<file path="config.mk">
export PLATFORM = sky130hd
export DESIGN_NAME = feistel_decrypt
export DESIGN_NICKNAME = d
export VERILOG_FILES = /design/src/rtl/feistel_decrypt.sv
export SDC_FILE = /design/constraint.sdc
export NUM_CORES = 2
export LEC_CHECK = 0
export ABC_CLOCK_PERIOD_IN_PS = 3400
export CAP_MARGIN = 20
export CELL_PAD_IN_SITES_DETAIL_PLACEMENT = 1
export CELL_PAD_IN_SITES_GLOBAL_PLACEMENT = 1
export CORE_AREA = 2 2 455 457
export DETAILED_ROUTE_END_ITERATION = 8
export DIE_AREA = 0 0 457 459
export PLACE_DENSITY = 0.68
export SYNTH_ARGS = -nofsm -noshare
export SYNTH_HDL_FRONTEND = slang
export SYNTH_SLANG_ARGS = --single-unit
</file>
<file path="constraint.sdc">
create_clock -name clk -period 3.4 [get_ports clk]
set_clock_uncertainty 0.1 [all_clocks]
set_input_delay 0.51 -clock clk [delete_from_list [all_inputs] [get_ports clk]]
set_output_delay 0.51 -clock clk [all_outputs]
set_load 0.005 [all_outputs]
</file>
<file path="src/rtl/feistel_decrypt.sv">
// Iterative 5-round Feistel decryption: one shared F unit, round keys applied K4..K0.
// Accepts one block at a time (tready_o low while busy); F stalls longer than F_TIMEOUT abort with err_o.

module feistel_f #(
   parameter int HALF       = 128,
   parameter int KEY_SIZE   = 128,
   parameter int SBOX_WIDTH = 8,
   parameter int F_LAT      = 6
) (
   input  logic                  clk,
   input  logic                  reset_n,
   input  logic [SBOX_WIDTH-1:0] sbox_out_i,
   input  logic                  sbox_valid_i,
   input  logic                  f_tvalid_i,
   input  logic [HALF-1:0]       f_state_i,
   input  logic [KEY_SIZE-1:0]   f_key_i,
   output logic                  f_valid_o,
   output logic [HALF-1:0]       f_state_o
);
   localparam int CW = $clog2(F_LAT + 1);
   localparam logic [CW-1:0] CNT_START = CW'(F_LAT - 1);
   localparam logic [CW-1:0] CNT_LAST  = CW'(1);

   logic [HALF-1:0] mix;
   logic [HALF-1:0] res_q;
   logic [CW-1:0]   cnt_q;
   logic            busy_q;
   logic            f_valid_q;

   // Mix: byte rotate of state^key, whitened with the S-box byte seen at issue.
   always_comb begin
      mix = f_state_i ^ f_key_i;
      mix = {mix[HALF-SBOX_WIDTH-1:0], mix[HALF-1:HALF-SBOX_WIDTH]} ^ {(HALF/SBOX_WIDTH){sbox_out_i}};
   end

   // The pipeline only advances while the S-box stream is valid; a new request restarts it.
   always_ff @(posedge clk or negedge reset_n) begin
      if (!reset_n) begin
         res_q     <= '0;
         cnt_q     <= '0;
         busy_q    <= 1'b0;
         f_valid_q <= 1'b0;
      end else begin
         f_valid_q <= 1'b0;
         if (f_tvalid_i) begin
            res_q  <= mix;
            cnt_q  <= CNT_START;
            busy_q <= 1'b1;
         end else if (busy_q && sbox_valid_i) begin
            if (cnt_q == CNT_LAST) begin
               f_valid_q <= 1'b1;
               busy_q    <= 1'b0;
            end else begin
               cnt_q <= cnt_q - 1'b1;
            end
         end
      end
   end

   assign f_valid_o = f_valid_q;
   assign f_state_o = res_q;
endmodule

module feistel_decrypt #(
   parameter int ROUND      = 5,
   parameter int F_LAT      = 6,
   parameter int F_TIMEOUT  = 64,
   parameter int SBOX_WIDTH = 8,
   parameter int KEY_SIZE   = 128,
   parameter int DATA_WIDTH = 256
) (
   input  logic                  clk,
   input  logic                  reset_n,
   input  logic [SBOX_WIDTH-1:0] sbox_out_i,
   input  logic                  sbox_valid_i,
   input  logic [KEY_SIZE-1:0]   k0_i,
   input  logic [KEY_SIZE-1:0]   k1_i,
   input  logic [KEY_SIZE-1:0]   k2_i,
   input  logic [KEY_SIZE-1:0]   k3_i,
   input  logic [KEY_SIZE-1:0]   k4_i,
   input  logic                  tvalid_i,
   output logic                  tready_o,
   input  logic [DATA_WIDTH-1:0] ciphertext_i,
   output logic                  valid_o,
   output logic [DATA_WIDTH-1:0] plaintext_o,
   output logic                  err_o
);
   localparam int HALF = DATA_WIDTH / 2;
   localparam int WDW  = $clog2(F_TIMEOUT + 1);
   localparam logic [2:0]     LAST_RND  = 3'(ROUND - 1);
   localparam logic [WDW-1:0] WDOG_LAST = WDW'(F_TIMEOUT - 1);

   typedef enum logic [1:0] {S_IDLE, S_ISSUE, S_WAIT, S_DONE} state_t;

   state_t                state_q;
   logic [HALF-1:0]       l_q, r_q;
   logic [KEY_SIZE-1:0]   key_q [ROUND];
   logic [2:0]            rnd_q;
   logic [WDW-1:0]        wdog_q;
   logic                  tready_q, valid_q, err_q;
   logic [DATA_WIDTH-1:0] plaintext_q;
   logic                  f_tvalid_q;
   logic [HALF-1:0]       f_state_q;
   logic [KEY_SIZE-1:0]   f_key_q;
   logic                  f_valid;
   logic [HALF-1:0]       f_state_out;

   feistel_f #(
      .HALF       (HALF),
      .KEY_SIZE   (KEY_SIZE),
      .SBOX_WIDTH (SBOX_WIDTH),
      .F_LAT      (F_LAT)
   ) u_f (
      .clk          (clk),
      .reset_n      (reset_n),
      .sbox_out_i   (sbox_out_i),
      .sbox_valid_i (sbox_valid_i),
      .f_tvalid_i   (f_tvalid_q),
      .f_state_i    (f_state_q),
      .f_key_i      (f_key_q),
      .f_valid_o    (f_valid),
      .f_state_o    (f_state_out)
   );

   always_ff @(posedge clk or negedge reset_n) begin
      if (!reset_n) begin
         state_q     <= S_IDLE;
         l_q         <= '0;
         r_q         <= '0;
         for (int i = 0; i < ROUND; i++) key_q[i] <= '0;
         rnd_q       <= '0;
         wdog_q      <= '0;
         tready_q    <= 1'b1;
         valid_q     <= 1'b0;
         err_q       <= 1'b0;
         plaintext_q <= '0;
         f_tvalid_q  <= 1'b0;
         f_state_q   <= '0;
         f_key_q     <= '0;
      end else begin
         valid_q    <= 1'b0;
         err_q      <= 1'b0;
         f_tvalid_q <= 1'b0;
         case (state_q)
            S_IDLE: begin
               if (tvalid_i) begin
                  l_q      <= ciphertext_i[DATA_WIDTH-1:HALF];
                  r_q      <= ciphertext_i[HALF-1:0];
                  key_q[0] <= k0_i;
                  key_q[1] <= k1_i;
                  key_q[2] <= k2_i;
                  key_q[3] <= k3_i;
                  key_q[4] <= k4_i;
                  rnd_q    <= '0;
                  tready_q <= 1'b0;
                  state_q  <= S_ISSUE;
               end
            end
            S_ISSUE: begin
               f_tvalid_q <= 1'b1;
               f_state_q  <= l_q;
               f_key_q    <= key_q[LAST_RND - rnd_q];
               wdog_q     <= '0;
               state_q    <= S_WAIT;
            end
            S_WAIT: begin
               wdog_q <= wdog_q + 1'b1;
               // Inverse round: L' = R ^ F(L,K), R' = L.
               if (f_valid) begin
                  l_q     <= r_q ^ f_state_out;
                  r_q     <= l_q;
                  rnd_q   <= rnd_q + 1'b1;
                  state_q <= (rnd_q == LAST_RND) ? S_DONE : S_ISSUE;
               end else if (wdog_q == WDOG_LAST) begin
                  err_q    <= 1'b1;
                  tready_q <= 1'b1;
                  state_q  <= S_IDLE;
               end
            end
            S_DONE: begin
               valid_q     <= 1'b1;
               plaintext_q <= {l_q, r_q};
               tready_q    <= 1'b1;
               state_q     <= S_IDLE;
            end
            default: state_q <= S_IDLE;
         endcase
      end
   end

   assign tready_o    = tready_q;
   assign valid_o     = valid_q;
   assign err_o       = err_q;
   assign plaintext_o = plaintext_q;
endmodule

</file>
==> impl_metrics.toml <==
[placed_design]
dp.cells = 9109
dp_hpwl_um = 206000
io_buffers = 1166
place_congestion = 0.872

[timing]
period_needed_ns = 2.92
max_freq_mhz = 342
slew_headroom = 0.274
hold_viol = 0
final-max-slew-violation-count = 0
fin_tns_setup_ns = 0
fin_crit_sh = 0.859
setup_viol = 0
rsz0062_at_grt = "false"
worst_pin_slew_ns = 1.09

[critical_path]
arrival_ns = 3.48
reg2reg_depth = 5
crit_path_end_kind = "flop"
path_max_fanout = 124
timing.rr.end = "l_q[85]$_DFFE_PN0P_"
start_kind = "flop"
endpoint = "l_q[85]$_DFFE_PN0P_"
cp-startpoint = "state_q[0]$_DFFE_PN0P_"
required_ns = 3.96
critPathKind = "flop to flop"
regToRegSetupSlack_ns = 0.48
reg2reg_from = "state_q[0]$_DFFE_PN0P_"

[power]
ir_drop_v = 0.000673
p_per_area_mw_per_mm2 = 1010
power_leakage_nw = 36.4

[logic_synthesis]
ys_seq_area_frac = 0.563
synth_top_area_frac = 0.563
synthAdderAreaFrac = 0.00181
ys_types = 38
synthesis.nets = 6409
syn_area_mm2 = 0.0692
synth_mux_area_frac = 0.248
synth_seq_cells = 1557
yosys-top-cells-area = "dfrtp_1 (56%), mux2_2 (23%), xnor2_1 (4.9%)"
synth.yosys.warnings = 0
synth_xor_area_frac = 0.0487
synthSimpleGateAreaFrac = 0.0500
synth_top_family_by_area = "multiplexers"
syn-instance-count = 5491
synth-compound-area-share = 0.0605
syn_area_per_cell_um2 = 12.6
yosys.area.top_type = "dfrtp_1"

[min_path]
min-delay-path-class = "input port to flop"
hold_path_depth = 2

[grt]
grt_pass1_vias = 51100
grt_max_degree = 178
grt-ovfl-total = 0
grt_pass1_wl_um = 386000
antenna_found_initial = 120
grt_util_all_layers = 0.257

[cts]
clkSlewWorstSetupHoldPaths_ns = 0.06
cts.sinks = 1557
ctsResizeCount = 0
cts_buffer_depth = 3
root_buffer = "clkbuf_16"
cts_max_level = 4
cts_buffers = 175
cts_tree = "built"
clkLatencyLatePin_ns = 0.84

[floorplanning]
initial_core_util = 0.336
fp-row-count = 167
die_area_mm2 = 0.210
num_io_pins = 1167
core_area_mm2 = 0.206
die_x_um = 457
die_h_um = 459

[job]
max_cap_violations = 0

[outcome]
status = "finished, final reports clean"

[detailed_routing]
vias_per_cell = 5.11
routed_wl_um = 274000
vias = 48600
detail_route.wl_per_cell_um = 28.8
drtIter0Drc = 3231
dr.pass1.iters = 5
drc_errors = 0
ant_nets = 0

[cells_and_area]
layout.cells.non_filler = 9515
num-nets-final = 7502
syn_to_final_growth_pct = 30.3
utilization = 0.438
drive_gt1_frac = 0.273
placed cells by master (no fill, tap or decap), drive strengths merged, types with 4 or more instances in the layout:
cell,instances
dfrtp,1556
nor2b,4
ha,10
o21ai,391
bufinv,7
diode,84
clkinv,39
nand3,11
a31oi,128
clkdlybuf4s50,1157
xnor2,385
nand2,390
clkbuf,264
nor3,5
mux2,1409
inv,22
buf,135
a21oi,263
mux2i,129
nor2,263
nand2b,133
cells in the mapped netlist:
master / n
nor2_1: 263
a2bb2oi_1: 1
o21bai_1: 1
o21ai_1: 85
nand2_1: 390
o22ai_1: 3
nand3b_1: 1
nand2b_1: 131
xnor2_1: 385
buf_6: 23
o21ai_0: 306
o211ai_4: 1
inv_1: 14
o41ai_1: 1
ha_1: 10
nor3_1: 5
buf_2: 185
dfstp_2: 1
a21oi_1: 263
buf_1: 23
nand2b_4: 2
nor3b_1: 2
nor2b_1: 4
buf_4: 11
a31oi_1: 128
a22oi_1: 1
o21a_1: 1
mux2_2: 1409
a211oi_1: 1
clkbuf_1: 135
inv_2: 1
o311ai_0: 2
dfrtp_1: 1556
o221ai_1: 1
nand4_1: 2
and3_1: 3
nand3_1: 11
mux2i_1: 129
where the power goes:
| part | leakage, nW | total [mW] | internal, mW | switching [mW] |
|---|---|---|---|---|
| clock network | 2.87 | 19.2 | 11.2 | 8.08 |
| logic | 14.8 | 34.9 | 19.0 | 15.9 |
| registers | 18.7 | 37.2 | 27.9 | 9.23 |
what timing repair did:
| item | CTS | global route |
|---|---|---|
| setup buffers | 0 | 0 |
| hold buffers | 1 | 0 |
| hold endpoints to repair | 61 | 0 |
registers in the layout (all words and copies together) (netlist names), 2 cells and up:
register / count
key_q: 640
plaintext_o: 256
f_key_q: 128
f_state_q: 128
l_q: 128
r_q: 128
u_f.f_state_o: 128
wdog_q: 7
rnd_q: 3
u_f.cnt_q: 3
state_q: 2
critical path, stage by stage (launching register included):
cell      delay (ns)
dfrtp_1         0.49
inv_1           0.16
ha_1            0.38
o211ai_4        0.87
buf_12          0.48
o21ai_0         0.20
per-stage QoR:
step                      power, mW  cell area (µm²)  setup WS (ns)  hold WS [ns]
after floorplan                56.3            69200          0.616         0.114
after global placement         70.7            84100          0.570         0.378
after detailed placement       72.2            84100          0.495         0.383
after CTS                      91.9            89900          0.470         0.107
after global routing           96.5            90100          0.320         0.140
final                          91.3            90100          0.480         0.185
how the worst min path moves through the flow:
stage	startpoint	end	slack, ns
2_1_floorplan	reset_n	err_o$_DFF_PN0_	0.11
4_1_cts	k3_i[30]	key_q[158]$_DFFE_PN0P_	0.11
6_report	k0_i[10]	key_q[522]$_DFFE_PN0P_	0.18
5_1_grt	k3_i[30]	key_q[158]$_DFFE_PN0P_	0.14
3_3_place_gp	u_f.busy_q$_DFFE_PN0P_	u_f.busy_q$_DFFE_PN0P_	0.38
3_5_place_dp	u_f.busy_q$_DFFE_PN0P_	u_f.busy_q$_DFFE_PN0P_	0.38
cell type report:
class,count,area [µm²]
fill,21500,115000
tap,2704,3380
antenna,84,210
sequential,1557,39000
clock inverter,56,571
inverter,15,63.8
multi-input combinational,3542,28400
clock buffer,264,5230
timing repair buffer,1293,13300
cell families (layout without fill, tap and decap cells):
kind of cell / Yosys count / in the layout
adders and majority gates: 10 / 10
muxes: 1538 / 1538
buffers and inverters: 392 / 1628
xor gates and xnor gates: 385 / 385
DFF: 1557 / 1557
AOI/OAI and AO/OA: 795 / 795
and+or+nand+nor: 814 / 814
other: 0 / 84
routing by layer:
metal / share of wire / vias to the layer above / track usage / wire, µm
met1: 0.46 / 25400 / 0.362 / 126000
met5: 0.0011 / - / 0 / 312
li1: - / 21300 / - / -
met3: 0.062 / 420 / 0.0586 / 17000
met2: 0.44 / 1409 / 0.380 / 120000
met4: 0.037 / 48 / 0.103 / 10200
Power figures use the tool's default switching activity.
